--- config.mk ---
export PLATFORM = sky130hd
export DESIGN_NAME = adc_scan_tx_flat
export DESIGN_NICKNAME = d
export VERILOG_FILES = /design/src/rtl/adc_scan_tx_pkg.sv /design/src/rtl/adc_scan_tx_if.sv /design/src/rtl/adc_scan_tx_timer.sv /design/src/rtl/adc_scan_tx.sv /design/src/flat_wrapper.sv
export SDC_FILE = /design/constraint.sdc
export NUM_CORES = 1
export LEC_CHECK = 0
export BUFFER_PORTS_ARGS = -buffer_cell sky130_fd_sc_hd__buf_2
export CORE_ASPECT_RATIO = 2
export CORE_MARGIN = 2
export CORE_UTILIZATION = 40
export CTS_BUF_LIST = sky130_fd_sc_hd__clkbuf_4 sky130_fd_sc_hd__clkbuf_8
export CTS_CLUSTER_SIZE = 40
export DETAILED_ROUTE_END_ITERATION = 6
export GPL_TIMING_DRIVEN = 0
export HOLD_SLACK_MARGIN = 0.02
export PLACE_DENSITY_LB_ADDON = 0.25
export SYNTH_ARGS = -nofsm -noshare
export SYNTH_HDL_FRONTEND = slang
export SYNTH_SLANG_ARGS = --single-unit
export TNS_END_PERCENT = 30
--- constraint.sdc ---
create_clock -name clk_i -period 2.86 [get_ports clk_i]
set_input_delay 0.572 -clock clk_i [delete_from_list [all_inputs] [get_ports clk_i]]
set_output_delay 0.572 -clock clk_i [all_outputs]
set_load 0.02 [all_outputs]
--- src/rtl/adc_scan_tx_pkg.sv ---
// Shared types and constants for the ADC scan sequencer.
package adc_scan_pkg;

    // Scan sequencer states
    typedef enum logic [3:0] {
        S_IDLE,
        S_TX_HDR,
        S_W_HDR,
        S_NEXT_CH,
        S_CONV,
        S_W_CONV,
        S_TX_MSB,
        S_W_MSB,
        S_TX_LSB,
        S_W_LSB,
        S_TX_CHK,
        S_W_CHK,
        S_DONE
    } state_t;

    localparam logic [7:0] HDR_DEFAULT     = 8'hA5;
    localparam logic [3:0] CMD_LOW_DEFAULT = 4'b0111;

    // ADC control byte layout
    localparam int unsigned CMD_START_BIT = 7;
    localparam int unsigned CMD_ADDR_MSB  = 6;
    localparam int unsigned CMD_ADDR_LSB  = 4;

    // Build the ADC control byte for a channel address
    function automatic logic [7:0] make_cmd(input logic [2:0] addr, input logic [3:0] low);
        logic [7:0] c;
        c = {4'b0000, low};
        c[CMD_START_BIT] = 1'b1;
        c[CMD_ADDR_MSB:CMD_ADDR_LSB] = addr;
        return c;
    endfunction

endpackage

--- src/rtl/adc_scan_tx_if.sv ---
// SPI-engine and UART-transmitter handshakes seen from the scan sequencer.
interface adc_scan_tx_if #(
    parameter int unsigned DW = 12
);
    logic          strc_o;
    logic [7:0]    cmd_o;
    logic          eoc_i;
    logic [DW-1:0] dout_i;
    logic          st_o;
    logic [7:0]    data_o;
    logic          eot_i;

    modport master (
        output strc_o, cmd_o, st_o, data_o,
        input  eoc_i, dout_i, eot_i
    );

    modport slave (
        input  strc_o, cmd_o, st_o, data_o,
        output eoc_i, dout_i, eot_i
    );
endinterface

--- src/rtl/adc_scan_tx_timer.sv ---
// Period counter for continuous scanning: cleared on trigger, saturating.
module scan_period_timer #(
    parameter int unsigned PW = 29
) (
    input  logic          i_clk,
    input  logic          i_rst_n,
    input  logic          i_clr,
    input  logic [PW-1:0] i_period,
    output logic          o_due
);
    logic [PW-1:0] r_cnt;

    // Count cycles since the last accepted trigger, parking at all-ones
    always_ff @(posedge i_clk or negedge i_rst_n) begin
        if (!i_rst_n) begin
            r_cnt <= '0;
        end else if (i_clr) begin
            r_cnt <= '0;
        end else if (r_cnt != '1) begin
            r_cnt <= r_cnt + PW'(1);
        end
    end

    assign o_due = (r_cnt >= i_period);

endmodule

--- src/rtl/adc_scan_tx.sv ---
// Multi-channel ADC scan sequencer streaming one framed packet per scan:
// header, {ch, result[11:8]} / result[7:0] per enabled channel, XOR checksum.
module adc_scan_tx
    import adc_scan_pkg::*;
#(
    parameter int unsigned NUM_CH  = 4,
    parameter int unsigned DW      = 12,
    parameter int unsigned PW      = 29,
    parameter logic [3:0]  CMD_LOW = CMD_LOW_DEFAULT,
    parameter logic [7:0]  HDR     = HDR_DEFAULT
) (
    input  logic              clk_i,
    input  logic              rst_i,
    input  logic              start_i,
    input  logic              mode_i,
    input  logic [PW-1:0]     period_i,
    input  logic [NUM_CH-1:0] ch_en_i,
    adc_scan_tx_if.master     bus,
    output logic              busy_o,
    output logic              eos_o,
    output logic              ovr_o
);
    localparam int unsigned   CW     = $clog2(NUM_CH + 1);
    localparam logic [CW-1:0] CH_END = CW'(NUM_CH);

    state_t            r_state;
    state_t            w_next;
    logic [NUM_CH-1:0] r_en_q;
    logic [CW-1:0]     r_ch;
    logic [7:0]        r_lsb;
    logic [7:0]        r_chk;
    logic [7:0]        r_cmd;
    logic [7:0]        r_data;
    logic              r_ovr;

    logic              w_due;
    logic              w_trig;
    logic              w_ch_en;
    logic              w_st;
    logic              w_strc;
    logic              w_eos;
    logic              w_busy;
    logic [NUM_CH-1:0] w_en_sh;
    logic [3:0]        w_ch4;
    logic [11:0]       w_dout12;

    assign w_ch4    = 4'(r_ch);
    assign w_dout12 = 12'(bus.dout_i);
    assign w_en_sh  = r_en_q >> r_ch;
    assign w_ch_en  = w_en_sh[0];
    assign w_trig   = (r_state == S_IDLE) && (start_i || (mode_i && w_due));

    scan_period_timer #(
        .PW(PW)
    ) u_timer (
        .i_clk    (clk_i),
        .i_rst_n  (rst_i),
        .i_clr    (w_trig),
        .i_period (period_i),
        .o_due    (w_due)
    );

    // State register
    always_ff @(posedge clk_i or negedge rst_i) begin
        if (!rst_i) begin
            r_state <= S_IDLE;
        end else begin
            r_state <= w_next;
        end
    end

    // Next-state logic
    always_comb begin
        w_next = r_state;
        case (r_state)
            S_IDLE:    if (w_trig) w_next = S_TX_HDR;
            S_TX_HDR:  w_next = S_W_HDR;
            S_W_HDR:   if (bus.eot_i) w_next = S_NEXT_CH;
            S_NEXT_CH: begin
                if (r_ch == CH_END) begin
                    w_next = S_TX_CHK;
                end else if (w_ch_en) begin
                    w_next = S_CONV;
                end
            end
            S_CONV:    w_next = S_W_CONV;
            S_W_CONV:  if (bus.eoc_i) w_next = S_TX_MSB;
            S_TX_MSB:  w_next = S_W_MSB;
            S_W_MSB:   if (bus.eot_i) w_next = S_TX_LSB;
            S_TX_LSB:  w_next = S_W_LSB;
            S_W_LSB:   if (bus.eot_i) w_next = S_NEXT_CH;
            S_TX_CHK:  w_next = S_W_CHK;
            S_W_CHK:   if (bus.eot_i) w_next = S_DONE;
            S_DONE:    w_next = S_IDLE;
            default:   w_next = S_IDLE;
        endcase
    end

    // Per-state strobes
    always_comb begin
        w_st   = 1'b0;
        w_strc = 1'b0;
        w_eos  = 1'b0;
        w_busy = (r_state != S_IDLE);
        case (r_state)
            S_TX_HDR, S_TX_MSB, S_TX_LSB, S_TX_CHK: w_st = 1'b1;
            S_CONV:  w_strc = 1'b1;
            S_DONE:  w_eos  = 1'b1;
            default: ;
        endcase
    end

    // Frame datapath: byte/command registers are loaded on the transition
    // into their TX/CONV state so they stay stable through the wait state
    always_ff @(posedge clk_i or negedge rst_i) begin
        if (!rst_i) begin
            r_en_q <= '0;
            r_ch   <= '0;
            r_lsb  <= '0;
            r_chk  <= '0;
            r_cmd  <= '0;
            r_data <= '0;
        end else begin
            if (w_trig) begin
                r_en_q <= ch_en_i;
                r_ch   <= '0;
                r_chk  <= '0;
                r_data <= HDR;
            end
            case (r_state)
                S_NEXT_CH: begin
                    if (r_ch == CH_END) begin
                        r_data <= r_chk;
                    end else if (w_ch_en) begin
                        r_cmd <= make_cmd(w_ch4[2:0], CMD_LOW);
                    end else begin
                        r_ch <= r_ch + CW'(1);
                    end
                end
                S_W_CONV: begin
                    if (bus.eoc_i) begin
                        r_lsb  <= w_dout12[7:0];
                        r_data <= {w_ch4, w_dout12[11:8]};
                    end
                end
                S_TX_MSB:  r_chk <= r_chk ^ r_data;
                S_W_MSB:   if (bus.eot_i) r_data <= r_lsb;
                S_TX_LSB:  r_chk <= r_chk ^ r_data;
                S_W_LSB:   if (bus.eot_i) r_ch <= r_ch + CW'(1);
                default: ;
            endcase
        end
    end

    // Sticky flag for a start request arriving while a scan is in progress
    always_ff @(posedge clk_i or negedge rst_i) begin
        if (!rst_i) begin
            r_ovr <= 1'b0;
        end else if (start_i && (r_state != S_IDLE)) begin
            r_ovr <= 1'b1;
        end
    end

    assign bus.strc_o = w_strc;
    assign bus.cmd_o  = r_cmd;
    assign bus.st_o   = w_st;
    assign bus.data_o = r_data;
    assign busy_o     = w_busy;
    assign eos_o      = w_eos;
    assign ovr_o      = r_ovr;

endmodule

--- src/flat_wrapper.sv ---
// flat-port wrapper written by rule: the top's interface ports become plain ports
module adc_scan_tx_flat import adc_scan_pkg::*;
#(
    parameter int unsigned NUM_CH  = 4,
    parameter int unsigned DW      = 12,
    parameter int unsigned PW      = 29,
    parameter logic [3:0]  CMD_LOW = CMD_LOW_DEFAULT,
    parameter logic [7:0]  HDR     = HDR_DEFAULT
)
  (clk_i, rst_i, start_i, mode_i, period_i, ch_en_i, busy_o, eos_o, ovr_o, bus_strc_o, bus_cmd_o, bus_st_o, bus_data_o, bus_eoc_i, bus_dout_i, bus_eot_i);
  adc_scan_tx_if #(.DW(DW)) bus_i ();
  input  logic clk_i;
  input  logic rst_i;
  input  logic start_i;
  input  logic mode_i;
  input  logic [PW-1:0] period_i;
  input  logic [NUM_CH-1:0] ch_en_i;
  output logic busy_o;
  output logic eos_o;
  output logic ovr_o;
  output wire logic [$bits(bus_i.strc_o)-1:0] bus_strc_o;
  output wire logic [$bits(bus_i.cmd_o)-1:0] bus_cmd_o;
  output wire logic [$bits(bus_i.st_o)-1:0] bus_st_o;
  output wire logic [$bits(bus_i.data_o)-1:0] bus_data_o;
  input wire logic [$bits(bus_i.eoc_i)-1:0] bus_eoc_i;
  input wire logic [$bits(bus_i.dout_i)-1:0] bus_dout_i;
  input wire logic [$bits(bus_i.eot_i)-1:0] bus_eot_i;
  assign bus_strc_o = bus_i.strc_o;
  assign bus_cmd_o = bus_i.cmd_o;
  assign bus_st_o = bus_i.st_o;
  assign bus_data_o = bus_i.data_o;
  assign bus_i.eoc_i = bus_eoc_i;
  assign bus_i.dout_i = bus_dout_i;
  assign bus_i.eot_i = bus_eot_i;
  adc_scan_tx #(.NUM_CH(NUM_CH), .DW(DW), .PW(PW), .CMD_LOW(CMD_LOW), .HDR(HDR)) u_core (.clk_i(clk_i), .rst_i(rst_i), .start_i(start_i), .mode_i(mode_i), .period_i(period_i), .ch_en_i(ch_en_i), .bus(bus_i), .busy_o(busy_o), .eos_o(eos_o), .ovr_o(ovr_o));
endmodule
==> impl_metrics.csv <==
group,metric,value,unit
routing,wl_per_cell,15.43,um
global_routing,grt_pass1_wl,17.31,mm
die,dieArea,0.01157,sq mm
setup_path,crit_fanout,10,
power_and_ir_drop,switching_power,1550,uW
power_and_ir_drop,switching_share,0.3893,
logic_synthesis,ys_ff_latch,69,
finish,layout_common_cells,"77 x buf_2, 69 x dfrtp_1, 50 x nor2_1",
routing,firstDrtPassIters,4,
setup_path,cp-end-kind,"flop",
logic_synthesis,ys_seq_area_frac,0.4042,
setup_path,reg2reg_from,"u_core.u_timer.r_cnt[11]$_DFFE_PN0P_",
power_and_ir_drop,clkPwrFrac,0.211,
setup_path,crit_chain,"ha_1, nand4_1, nor4_2, a211oi_1, a31o_2, a31oi_4, buf_6, buf_6, nor2_1",
power_and_ir_drop,leakage,0.002482,uW
die,start_util,0.4077,
finish,final_common_cell,"buf_2",
placement,place_congestion,0.8412,
global_routing,grt.total_usage,0.1911,
placement,dpl_cell_area,0.004796,sq mm
power_and_ir_drop,power.density,794.8,mW/mm^2
finish,drive_above_1_share,0.2303,
setup_path,crit_buf_inv,2,
routing,dr_total_vias,3682,
die,coreArea,0.01048,sq mm
setup_path,reg2reg_to,"u_core.u_timer.r_cnt[12]$_DFFE_PN0P_",
logic_synthesis,syn_nets,544,
setup_path,cp_slowest_stage_delay,430,ps
logic_synthesis,synth_edf_count,0,
timing,rsz0062_at_grt,"no",
logic_synthesis,async_flop_share,1.000,
clock_network,cts.clk_slew.worst_paths,70,ps
clock_network,cts_made_buffers,9,
clock_network,h-tree-depth,3,
routing,via_per_inst,5.383,
clock_network,cts_root_buf,"clkbuf_8",
routing,drtIter0Drc,179,
finish,nFillCells,1072,
placement,hpwlAfterDp,8.123,mm
hold_path,timing.hold.worst.class,"input pin to asynchronous set/reset pin",
setup_path,critPathRequiredTime,3100,ps
setup_path,rr_worst_depth,9,
logic_synthesis,synth_cell_types,51,
clock_network,clk_latency,340,ps
power_and_ir_drop,p_comb_frac,0.397,
routing,drc,0,
timing,skew,7.911,ps
global_routing,grt_start_max_net_pins,70,
die,num_rows,53,
clock_network,clock-sinks,69,
die,num_io_pins,72,
routing,wl,10.56,mm
setup_path,cp.arrival,2910,ps
timing,setup_viol,0,
finish,nets,625,
finish,antenna_cells,0,
clock_network,clock_path_buffers,2,
finish,final_cell_area,0.005010,sq mm
setup_path,cpMaxStageDelayCell,"nor4_2",
timing,relSlewSlack,0.2162,
setup_path,criticalPathCategory,"flop to flop",
timing,final-hold-violation-count,0,
logic_synthesis,yosysWarnings,0,
job,drv_cap,0,
global_routing,grt_overflow_total,0,
finish,area_delta_synth_final,17.28,%
clock_network,cts_tree,"yes",
logic_synthesis,syn_inst,461,
setup_path,r2r_slack,190,ps
setup_path,cp_common_cell,"buf_6",
timing,worst_pin_slew,1167,ps
global_routing,antenna_found_initial,0,
power_and_ir_drop,intPower,2431,uW
die,die_y,150.1,um
timing,drv_slew,0,
logic_synthesis,avgSynthCellArea,9.266,sq um
logic_synthesis,synth-main-ff-cell,"dfrtp_1",
timing,period_minus_slack,2671,ps
timing,finalCritPeriodShare,0.9339,
placement,port_buffers,70,
global_routing,grt_pass1_vias,3592,
setup_path,critPathTopFamily,"compound AO/OA/AOI/OAI gates",
power_and_ir_drop,power_frac_seq,0.392,
timing,tns,0,ps
run_status,status,"finished clean",
power_and_ir_drop,peakVddDrop,526.7,uV
finish,utilization,0.4781,
routing,antenna_left,0,
setup_path,worstSetupStartpointType,"flop",
timing,fmax,374.4,MHz
die,die_w,77.07,um
logic_synthesis,mappedNetlistArea,0.004272,sq mm
## worst max-delay path by stage
stage                                                      end                            startpoint  cells past startpoint  slack [ps]
final                     u_core.u_timer.r_cnt[12]$_DFFE_PN0P_  u_core.u_timer.r_cnt[11]$_DFFE_PN0P_                      9         190
after CTS                             u_core.r_ch[2]$_DFF_PN0_  u_core.u_timer.r_cnt[11]$_DFFE_PN0P_                      8         100
after detailed placement              u_core.r_ch[2]$_DFF_PN0_                          period_i[11]                     10        -300
after global routing                  u_core.r_ch[2]$_DFF_PN0_  u_core.u_timer.r_cnt[11]$_DFFE_PN0P_                      8           5
after global placement                u_core.r_ch[2]$_DFF_PN0_                          period_i[11]                     10        -280
after floorplan                   u_core.r_en_q[0]$_DFFE_PN0N_                          period_i[22]                      8         480
## cell type report
| class | count | area [sq um] | share of cell area |
|---|---|---|---|
| buffer | 20 | 126.4 | 0.02522 |
| multi-input combinational | 336 | 2292 | 0.4575 |
| inverter | 36 | 135.1 | 0.02697 |
| clock buffer | 15 | 175.2 | 0.03497 |
| timing repair buffer | 70 | 352.8 | 0.07043 |
| sequential | 69 | 1727 | 0.3447 |
| tap | 137 | 171.4 | 0.03422 |
| clock inverter | 1 | 30.03 | 0.005994 |
## kinds of logic after synthesis
kind of cell | after synthesis | synth area share
muxes | 16 | 0.04423
DFF | 69 | 0.4042
and+or+nand+nor | 177 | 0.2077
buffers and inverters | 56 | 0.06063
adders and majority gates | 32 | 0.09373
xor gates and xnor gates | 26 | 0.05331
other | 1 | 0.0008779
AOI/OAI and AO/OA | 84 | 0.1353
## power groups by stage
stage / Sequential, uW / Combinational [uW] / Clock [uW]
6_report: 1560 / 1580 / 840
5_1_grt: 1610 / 1780 / 901
3_5_place_dp: 1580 / 1580 / 0
3_3_place_gp: 1570 / 1540 / 0
2_1_floorplan: 1570 / 1110 / 0
4_1_cts: 1560 / 1590 / 862
## synth_stat cells, types with 3 or more instances
| cell type | instances | share of area |
|---|---|---|
| buf_4 | 4 | 0.0070 |
| nand2_1 | 32 | 0.028 |
| a21boi_0 | 4 | 0.0070 |
| a21o_1 | 3 | 0.0053 |
| xnor2_1 | 12 | 0.025 |
| buf_6 | 3 | 0.0079 |
| a31oi_1 | 4 | 0.0059 |
| mux2_2 | 13 | 0.034 |
| xor2_1 | 14 | 0.029 |
| nand3_1 | 24 | 0.028 |
| nor2b_1 | 7 | 0.010 |
| clkbuf_1 | 4 | 0.0035 |
| a222oi_1 | 8 | 0.019 |
| nand4_1 | 10 | 0.015 |
| nor2_1 | 50 | 0.044 |
| and3_1 | 16 | 0.023 |
| a21oi_1 | 21 | 0.025 |
| nand3b_1 | 3 | 0.0053 |
| ha_1 | 32 | 0.094 |
| nor3_1 | 16 | 0.019 |
| buf_2 | 9 | 0.011 |
| o21ai_0 | 23 | 0.027 |
| and2_1 | 4 | 0.0059 |
| dfrtp_1 | 69 | 0.40 |
| nand2b_1 | 4 | 0.0059 |
| inv_1 | 36 | 0.032 |
| and4_1 | 4 | 0.0082 |
## metal layers
metal	vias up	part of all wire	GRT usage
met5	-	0	0
met4	0	0.020	0.07232
met3	16	0.031	0.03118
met2	77	0.58	0.3807
met1	1802	0.37	0.1947
li1	1787	-	-
## registers in the layout, indices dropped and copies added, names as in the netlist
signal and count:
u_core.r_state 4, u_core.bus.data_o 8, u_core.ovr_o 1, u_core.bus.cmd_o 4, u_core.r_chk 8, u_core.u_timer.r_cnt 29
u_core.r_lsb 8, u_core.r_en_q 4, u_core.r_ch 3
## through the flow
| stage | worst slack, ps | total power [uW] | hold slack (ps) | cells |
|---|---|---|---|---|
| 5_1_grt | 4.759 | 4290 | 411.4 | 684 |
| 2_1_floorplan | 483.4 | 2675 | 276.4 | 461 |
| 4_1_cts | 102.2 | 4018 | 384.7 | 684 |
| 3_5_place_dp | -301.4 | 3161 | 447.8 | 668 |
| 3_3_place_gp | -280.1 | 3106 | 434.4 | 668 |
| 6_report | 189.0 | 3982 | 336.0 | 684 |
## timing repair
item,4_1_cts,5_1_grt
setup buffers,0,0
gates resized for setup,1,1
setup endpoints to repair,3,7
hold buffers,0,0
(Power assumes the default switching activity.)
